$ cat config.mk
export PLATFORM = sky130hd
export DESIGN_NAME = calfifo_sync_ctrl_flat
export DESIGN_NICKNAME = d
export VERILOG_FILES = /design/src/rtl/calfifo_pkg.sv /design/src/rtl/calfifo_sync_ctrl_if.sv /design/src/rtl/calfifo_rvalid_pipe.sv /design/src/rtl/calfifo_sync_ctrl.sv /design/src/flat_wrapper.sv
export SDC_FILE = /design/constraint.sdc
export NUM_CORES = 1
export LEC_CHECK = 0
export BUFFER_PORTS_ARGS = -buffer_cell sky130_fd_sc_hd__buf_4
export CORE_ASPECT_RATIO = 0.7
export CORE_MARGIN = 4
export CORE_UTILIZATION = 42
export DETAILED_ROUTE_END_ITERATION = 10
export GPL_ROUTABILITY_DRIVEN = 0
export HOLD_SLACK_MARGIN = 0.02
export PLACE_DENSITY_LB_ADDON = 0.12
export RECOVER_POWER = 100
export SKIP_CTS_REPAIR_TIMING = 1
export SYNTH_ARGS = -nofsm -noshare
export SYNTH_HDL_FRONTEND = slang
export SYNTH_SLANG_ARGS = --single-unit
$ cat constraint.sdc
create_clock -name CLOCK -period 6.2 [get_ports CLOCK]
set_input_delay 1.24 -clock CLOCK [delete_from_list [all_inputs] [get_ports CLOCK]]
set_output_delay 1.24 -clock CLOCK [all_outputs]
set_load 0.1 [all_outputs]
$ cat src/rtl/calfifo_pkg.sv
// Shared defaults and types for the calibrator FIFO controller slice.
// Consumers import calfifo_pkg::* and override per instance where needed.
package calfifo_pkg;

  localparam int DEF_WIDTH     = 32;
  localparam int DEF_DEPTH     = 128;
  localparam int DEF_AW        = 7;
  localparam int DEF_RAM_LAT   = 2;
  localparam int DEF_AFULL_TH  = 120;
  localparam int DEF_AEMPTY_TH = 8;

  // Occupancy needs one extra bit so a completely full FIFO (DEPTH) is representable.
  typedef logic [DEF_AW:0] count_t;

endpackage

$ cat src/rtl/calfifo_sync_ctrl_if.sv
// User-side and RAM-side signal bundle of the calibrator FIFO controller.
// The controller uses the slave modport; the producer/consumer/RAM side uses master.
interface calfifo_sync_ctrl_if #(
  parameter int WIDTH = 32,
  parameter int AW    = 7
);

  logic             CLR;
  logic             WE;
  logic [WIDTH-1:0] WDATA;
  logic             RE;
  logic [WIDTH-1:0] RDATA;
  logic             RVALID;
  logic             FULL;
  logic             EMPTY;
  logic             AFULL;
  logic             AEMPTY;
  logic [AW:0]      COUNT;
  logic             WR_OVF;
  logic             RD_UNF;
  logic             RAM_WEN;
  logic [AW-1:0]    RAM_WADDR;
  logic [WIDTH-1:0] RAM_WDATA;
  logic             RAM_REN;
  logic [AW-1:0]    RAM_RADDR;
  logic [WIDTH-1:0] RAM_RDATA;

  modport slave (
    input  CLR, WE, WDATA, RE, RAM_RDATA,
    output RDATA, RVALID, FULL, EMPTY, AFULL, AEMPTY, COUNT, WR_OVF, RD_UNF,
           RAM_WEN, RAM_WADDR, RAM_WDATA, RAM_REN, RAM_RADDR
  );

  modport master (
    output CLR, WE, WDATA, RE, RAM_RDATA,
    input  RDATA, RVALID, FULL, EMPTY, AFULL, AEMPTY, COUNT, WR_OVF, RD_UNF,
           RAM_WEN, RAM_WADDR, RAM_WDATA, RAM_REN, RAM_RADDR
  );

endinterface

$ cat src/rtl/calfifo_rvalid_pipe.sv
// Valid shift register that tracks accepted RAM reads through the RAM pipeline.
// A flush or reset empties every stage so in-flight reads never surface.
module calfifo_rvalid_pipe #(
  parameter int LAT = 2
) (
  input  logic CLOCK,
  input  logic RESET_N,
  input  logic flush,
  input  logic din,
  output logic dout
);

  logic [LAT-1:0] stage;

  generate
    if (LAT == 1) begin : g_single
      always_ff @(posedge CLOCK) begin
        if (!RESET_N || flush) stage <= '0;
        else                   stage <= din;
      end
    end else begin : g_multi
      // NOTE: non-blocking assignments make every stage sample its pre-edge neighbour,
      // which is what turns this into a shift register instead of a wire.
      always_ff @(posedge CLOCK) begin
        if (!RESET_N || flush) stage <= '0;
        else                   stage <= {stage[LAT-2:0], din};
      end
    end
  endgenerate

  assign dout = stage[LAT-1];

endmodule

$ cat src/rtl/calfifo_sync_ctrl.sv
// Single-clock FIFO controller sequencing a dual-port pipelined USRAM.
// Owns pointers, occupancy, flags, sticky errors and read-valid tracking.
module calfifo_sync_ctrl
  import calfifo_pkg::*;
#(
  parameter int WIDTH     = DEF_WIDTH,
  parameter int DEPTH     = DEF_DEPTH,
  parameter int AW        = DEF_AW,
  parameter int RAM_LAT   = DEF_RAM_LAT,
  parameter int AFULL_TH  = DEF_AFULL_TH,
  parameter int AEMPTY_TH = DEF_AEMPTY_TH
) (
  input  logic                 CLOCK,
  input  logic                 RESET_N,
  calfifo_sync_ctrl_if.slave   bus
);

  localparam logic [AW:0] DEPTH_C  = (AW+1)'(DEPTH);
  localparam logic [AW:0] AFULL_C  = (AW+1)'(AFULL_TH);
  localparam logic [AW:0] AEMPTY_C = (AW+1)'(AEMPTY_TH);

  logic [AW-1:0] wptr;
  logic [AW-1:0] rptr;
  logic [AW:0]   count;
  logic [AW:0]   count_nxt;
  logic          full;
  logic          empty;
  logic          afull;
  logic          aempty;
  logic          wr_ovf;
  logic          rd_unf;
  logic          live;
  logic          wa;
  logic          ra;
  logic          valid_q;

  // Requests are ignored outright while flushing or in reset.
  assign live = RESET_N & ~bus.CLR;
  assign wa   = live & bus.WE & ~full;
  assign ra   = live & bus.RE & ~empty;

  always_comb begin
    // NOTE: default first so no path leaves count_nxt unassigned (no latch).
    count_nxt = count;
    unique case ({wa, ra})
      2'b10:   count_nxt = count + (AW+1)'(1);
      2'b01:   count_nxt = count - (AW+1)'(1);
      default: count_nxt = count;
    endcase
  end

  // Flags come from count_nxt so they change in the same cycle as COUNT.
  always_ff @(posedge CLOCK) begin
    if (!RESET_N || bus.CLR) begin
      wptr   <= '0;
      rptr   <= '0;
      count  <= '0;
      full   <= 1'b0;
      empty  <= 1'b1;
      afull  <= 1'b0;
      aempty <= 1'b1;
      wr_ovf <= 1'b0;
      rd_unf <= 1'b0;
    end else begin
      if (wa) wptr <= wptr + AW'(1);
      if (ra) rptr <= rptr + AW'(1);
      count  <= count_nxt;
      full   <= (count_nxt == DEPTH_C);
      empty  <= (count_nxt == '0);
      afull  <= (count_nxt >= AFULL_C);
      aempty <= (count_nxt <= AEMPTY_C);
      if (bus.WE && full)  wr_ovf <= 1'b1;
      if (bus.RE && empty) rd_unf <= 1'b1;
    end
  end

  calfifo_rvalid_pipe #(
    .LAT (RAM_LAT)
  ) u_rvalid_pipe (
    .CLOCK   (CLOCK),
    .RESET_N (RESET_N),
    .flush   (bus.CLR),
    .din     (ra),
    .dout    (valid_q)
  );

  // A read landing in a flush/reset cycle belongs to the discarded stream.
  assign bus.RVALID    = valid_q & live;
  assign bus.RDATA     = bus.RAM_RDATA;

  assign bus.RAM_WEN   = wa;
  assign bus.RAM_WADDR = wptr;
  assign bus.RAM_WDATA = bus.WDATA;
  assign bus.RAM_REN   = ra;
  assign bus.RAM_RADDR = rptr;

  assign bus.COUNT     = count;
  assign bus.FULL      = full;
  assign bus.EMPTY     = empty;
  assign bus.AFULL     = afull;
  assign bus.AEMPTY    = aempty;
  assign bus.WR_OVF    = wr_ovf;
  assign bus.RD_UNF    = rd_unf;

endmodule

$ cat src/flat_wrapper.sv
// flat-port wrapper written by rule: the top's interface ports become plain ports
module calfifo_sync_ctrl_flat import calfifo_pkg::*;
#(
  parameter int WIDTH     = DEF_WIDTH,
  parameter int DEPTH     = DEF_DEPTH,
  parameter int AW        = DEF_AW,
  parameter int RAM_LAT   = DEF_RAM_LAT,
  parameter int AFULL_TH  = DEF_AFULL_TH,
  parameter int AEMPTY_TH = DEF_AEMPTY_TH
)
  (CLOCK, RESET_N, bus_CLR, bus_WE, bus_WDATA, bus_RE, bus_RAM_RDATA, bus_RDATA, bus_RVALID, bus_FULL, bus_EMPTY, bus_AFULL, bus_AEMPTY, bus_COUNT, bus_WR_OVF, bus_RD_UNF, bus_RAM_WEN, bus_RAM_WADDR, bus_RAM_WDATA, bus_RAM_REN, bus_RAM_RADDR);
  calfifo_sync_ctrl_if #(.WIDTH(WIDTH), .AW(AW)) bus_i ();
  input  logic CLOCK;
  input  logic RESET_N;
  input wire logic [$bits(bus_i.CLR)-1:0] bus_CLR;
  input wire logic [$bits(bus_i.WE)-1:0] bus_WE;
  input wire logic [$bits(bus_i.WDATA)-1:0] bus_WDATA;
  input wire logic [$bits(bus_i.RE)-1:0] bus_RE;
  input wire logic [$bits(bus_i.RAM_RDATA)-1:0] bus_RAM_RDATA;
  output wire logic [$bits(bus_i.RDATA)-1:0] bus_RDATA;
  output wire logic [$bits(bus_i.RVALID)-1:0] bus_RVALID;
  output wire logic [$bits(bus_i.FULL)-1:0] bus_FULL;
  output wire logic [$bits(bus_i.EMPTY)-1:0] bus_EMPTY;
  output wire logic [$bits(bus_i.AFULL)-1:0] bus_AFULL;
  output wire logic [$bits(bus_i.AEMPTY)-1:0] bus_AEMPTY;
  output wire logic [$bits(bus_i.COUNT)-1:0] bus_COUNT;
  output wire logic [$bits(bus_i.WR_OVF)-1:0] bus_WR_OVF;
  output wire logic [$bits(bus_i.RD_UNF)-1:0] bus_RD_UNF;
  output wire logic [$bits(bus_i.RAM_WEN)-1:0] bus_RAM_WEN;
  output wire logic [$bits(bus_i.RAM_WADDR)-1:0] bus_RAM_WADDR;
  output wire logic [$bits(bus_i.RAM_WDATA)-1:0] bus_RAM_WDATA;
  output wire logic [$bits(bus_i.RAM_REN)-1:0] bus_RAM_REN;
  output wire logic [$bits(bus_i.RAM_RADDR)-1:0] bus_RAM_RADDR;
  assign bus_i.CLR = bus_CLR;
  assign bus_i.WE = bus_WE;
  assign bus_i.WDATA = bus_WDATA;
  assign bus_i.RE = bus_RE;
  assign bus_i.RAM_RDATA = bus_RAM_RDATA;
  assign bus_RDATA = bus_i.RDATA;
  assign bus_RVALID = bus_i.RVALID;
  assign bus_FULL = bus_i.FULL;
  assign bus_EMPTY = bus_i.EMPTY;
  assign bus_AFULL = bus_i.AFULL;
  assign bus_AEMPTY = bus_i.AEMPTY;
  assign bus_COUNT = bus_i.COUNT;
  assign bus_WR_OVF = bus_i.WR_OVF;
  assign bus_RD_UNF = bus_i.RD_UNF;
  assign bus_RAM_WEN = bus_i.RAM_WEN;
  assign bus_RAM_WADDR = bus_i.RAM_WADDR;
  assign bus_RAM_WDATA = bus_i.RAM_WDATA;
  assign bus_RAM_REN = bus_i.RAM_REN;
  assign bus_RAM_RADDR = bus_i.RAM_RADDR;
  calfifo_sync_ctrl #(.WIDTH(WIDTH), .DEPTH(DEPTH), .AW(AW), .RAM_LAT(RAM_LAT), .AFULL_TH(AFULL_TH), .AEMPTY_TH(AEMPTY_TH)) u_core (.CLOCK(CLOCK), .RESET_N(RESET_N), .bus(bus_i));
endmodule
==> parameters.txt <==
Parameter                              Value

Status
  Run status ... complete, no violations

Synth
  Number of standard cells after synthesis ... 223
  Synth warn ... 0
  Simple-gate share of the synthesized area ... 0.169
  Most common cell in the synthesized netlist ... sky130_fd_sc_hd__buf_4
  Proportion of synthesized area in mux cells ... 0.0121
  Share of async-settable or async-resettable flops after synthesis ... 0
  Number of distinct library cell variants in the gate-level netlist after synthesis ... 41
  Dominant combinational cell family by area after synthesis ... buffers and inverters
  Top_reg_cell synth ... sky130_fd_sc_hd__dfxtp_1
  Adder and majority cell fraction of the synthesized area ... 0.0675
  Leading cell types by count after synthesis ... sky130_fd_sc_hd__buf_4, sky130_fd_sc_hd__dfxtp_1, sky130_fd_sc_hd__nor2_1, sky130_fd_sc_hd__nand2_1
  Mean cell area of the mapped netlist ... a little under 9 µm²
  Synthesized Nets ... roughly 300
  Main area contributors after synthesis ... sky130_fd_sc_hd__dfxtp_1, sky130_fd_sc_hd__buf_4, sky130_fd_sc_hd__ha_1
  Area share of the leading cell type in the synthesized netlist ... 0.306
  Cell area after synthesis ... 1960 µm²
  Cell taking the most area after synthesis ... sky130_fd_sc_hd__dfxtp_1
  Number of register bits inferred by synthesis ... 30
  Number of enable flip-flop cells after synthesis ... 0
  Fraction of the mapped netlist area in compound gates ... 0.101
  Proportion of synthesized chip area in sequential cells ... 0.306
  Post-synthesis share of cell area spent on xor and xnor gates ... 0.0796

Cells and area
  Layout cell share with drive strength beyond 1 ... 0.0660
  Area grow syn2layout ... -10.9%
  Finished Layout Cells ... 252
  Count of nets after finishing ... 275
  Number of antenna diodes ... 0

Global route
  Total routing usage reported by global routing ... 0.132
  Wire length of the first global-routing pass ... 6220 µm
  Initial antenna violation count ... 0
  Via count of the first global-routing pass ... 1,268
  Final global-route overflow total ... 0
  Largest net degree at the start of global routing ... 24

Worst setup path
  CP Launch Point ... bus_CLR
  Critical path launch point type ... input pin
  Critical path type ... input pin to flop
  Largest fanout of any net on the critical path ... 8
  Launching point of the worst reg2reg path ... u_core.bus.EMPTY$_SDFF_PP1_
  Category of the worst setup path capture point ... flop
  Data arrival time of the critical path ... 4.33 ns
  Endpoint required time on the critical path ... about 6.4 ns

CTS
  Number of levels the H-tree was split into ... 2
  Worst-Skew Late Latency ... between 0.2 and 0.3 ns
  CTS tree ... built
  Maximum clock insertion buffer count ... 2
  Clock tree sinks ... 30
  Post-CTS clock slew at the launch and capture registers of the worst setup and hold paths ... around 0.07 ns
  Total clock buffers created by CTS ... 5
  Root buf cell ... sky130_fd_sc_hd__clkbuf_8

Timing
  Final count of negative-setup-slack endpoints ... 0
  Final hold violations ... 0
  Number of max-slew violations in the final report ... 0
  Shortest period the worst path allows ... ~4.2 ns
  Slew at the pin closest to its max-slew limit ... 1.19 ns
  Worst hold slack ... 0.440 ns
  Summed negative setup slack over all endpoints ... 0 ns
  Fmax ... 241 MHz
  Setup clock skew after layout ... 0.00313 ns
  Portion of the clock cycle consumed by the worst path in the final layout ... 0.670
  Relative slew margins ... 0.210
  RSZ-0062 raised after global routing ... false

Power and ir drop
  Max IR drop VDD ... 101 µV
  Static leakage ... roughly 0.7 nW
  PwrDens ... 222 nW/µm²

Routing
  Total Wirelength ... 3830 µm
  Number of vias in the routed layout ... 1,283
  Remaining design rule violation count ... 0
  Detailed router's first-iteration violation count ... 59
  Iteration count of the initial detailed-routing pass ... 4
  Detail Route Antenna Nets ... 0
  Avg Vias per Cell ... 5.09
  Routed wire per std cell ... 15.2 µm

Run
  Reported max-cap violation count ... 0

Die
  Initial core utilization ... 0.444
  IO Count ... 164
  Chip width ... 89.7 µm
  Placement Rows ... 20
  Overall die area ... 5850 µm²
  Die height ... roughly 65 µm
  Core Footprint ... between 4000 and 5000 µm²

Min path
  Worst hold-check path type ... flop to flop
  Beginning of the worst hold path ... u_core.u_rvalid_pipe.stage[0]$_SDFF_PP0_

Placed design
  HPWL after DPL ... 2980 µm
  Number of I/O port buffers ... 35
  Placed Cells ... between 200 and 250
stage by stage:
stage	power, mW	util	instance area [µm²]	setup slack [ns]
finish	0.388	0.395	1750	2.04
global route	0.404	0.395	1750	1.75
CTS	0.396	0.427	1890	2.21
detailed placement	0.231	0.406	1800	1.93
global placement	0.231	0.406	1800	1.99
floorplan	0.418	-	1960	1.64
critical path, cell delays in order:
cell                       delay, ns
sky130_fd_sc_hd__clkbuf_1       0.11
sky130_fd_sc_hd__nor4bb_1       0.53
sky130_fd_sc_hd__clkbuf_1       0.26
sky130_fd_sc_hd__ha_1           0.37
sky130_fd_sc_hd__ha_1           0.37
sky130_fd_sc_hd__a21oi_1        0.17
sky130_fd_sc_hd__o21ai_0        0.15
sky130_fd_sc_hd__a31oi_1        0.28
sky130_fd_sc_hd__mux2i_2        0.27
sky130_fd_sc_hd__xor2_1         0.33
sky130_fd_sc_hd__and4b_1        0.24
layer usage:
metal	track usage	part of all wire	vias to the layer above	wire [µm]
met5	0	0	-	0
met3	0.0732	0.11	14	409
li1	-	-	627	-
met2	0.200	0.44	75	1680
met4	0.0440	0.014	0	52
met1	0.159	0.44	567	1690
path summary, 6_finish.rpt:
kind	endpoint	slack (ns)	depth (start not counted)
setup / recovery	u_core.bus.FULL$_SDFF_PP0_	2.04	11
hold / removal	u_core.u_rvalid_pipe.stage[1]$_SDFF_PP0_	0.44	1
setup reg to reg	u_core.bus.FULL$_SDFF_PP0_	2.76	10
hold reg to reg	u_core.u_rvalid_pipe.stage[1]$_SDFF_PP0_	0.44	1
state kept, by name, indices dropped and copies added, names as in the netlist:
signal	count
u_core.bus.AEMPTY	1
u_core.bus.AFULL	1
u_core.bus.COUNT	8
u_core.bus.EMPTY	1
u_core.bus.FULL	1
u_core.bus.RAM_RADDR	7
u_core.bus.RAM_WADDR	7
u_core.bus.RD_UNF	1
u_core.bus.WR_OVF	1
u_core.u_rvalid_pipe.stage	2
area by class of cell:
class                           instances  area (µm²)
Tap cell                               55        68.8
Fill cell                             470        2680
Clock buffer                            7        86.3
Multi-Input combinational cell        119         828
Clock inverter                          1        5.00
Inverter                                4        15.0
Timing Repair Buffer                   36         146
Sequential cell                        30         601
layout by cell type, fill, tap and decap left out, types with 2 or more instances in the layout:
cell type and count:
sky130_fd_sc_hd__a31o_1 2, sky130_fd_sc_hd__o21ai_0 4, sky130_fd_sc_hd__buf_4 2, sky130_fd_sc_hd__and4_1 4, sky130_fd_sc_hd__clkbuf_1 34, sky130_fd_sc_hd__a211oi_1 2
sky130_fd_sc_hd__a31oi_1 3, sky130_fd_sc_hd__nand2b_1 2, sky130_fd_sc_hd__a21o_1 3, sky130_fd_sc_hd__nor4b_1 2, sky130_fd_sc_hd__nand2_1 10, sky130_fd_sc_hd__nand3_1 5
sky130_fd_sc_hd__a21oi_1 5, sky130_fd_sc_hd__inv_1 4, sky130_fd_sc_hd__ha_1 9, sky130_fd_sc_hd__nor2_1 23, sky130_fd_sc_hd__xnor2_1 7, sky130_fd_sc_hd__nor2b_1 4
sky130_fd_sc_hd__dfxtp_1 30, sky130_fd_sc_hd__nor3b_1 2, sky130_fd_sc_hd__xor2_1 10, sky130_fd_sc_hd__and2_0 3, sky130_fd_sc_hd__nor4bb_1 2, sky130_fd_sc_hd__clkbuf_8 6
sky130_fd_sc_hd__and2_1 2, sky130_fd_sc_hd__nor3_1 2
cell families after synthesis:
group                      after synthesis
and+or+nand+nor                         63
adders and majority gates               10
DFF                                     30
AOI/OAI and AO/OA                       27
buffers and inverters                   74
muxes                                    2
xor gates and xnor gates                17
power breakdown:
| group | total, mW | internal (mW) | leakage [nW] | switching, mW |
|---|---|---|---|---|
| clock | 0.164 | 0.0895 | 0.0482 | 0.0743 |
| combinational | 0.0288 | 0.00639 | 0.398 | 0.0224 |
| sequential | 0.196 | 0.194 | 0.242 | 0.00163 |
(Power assumes the default switching activity.)
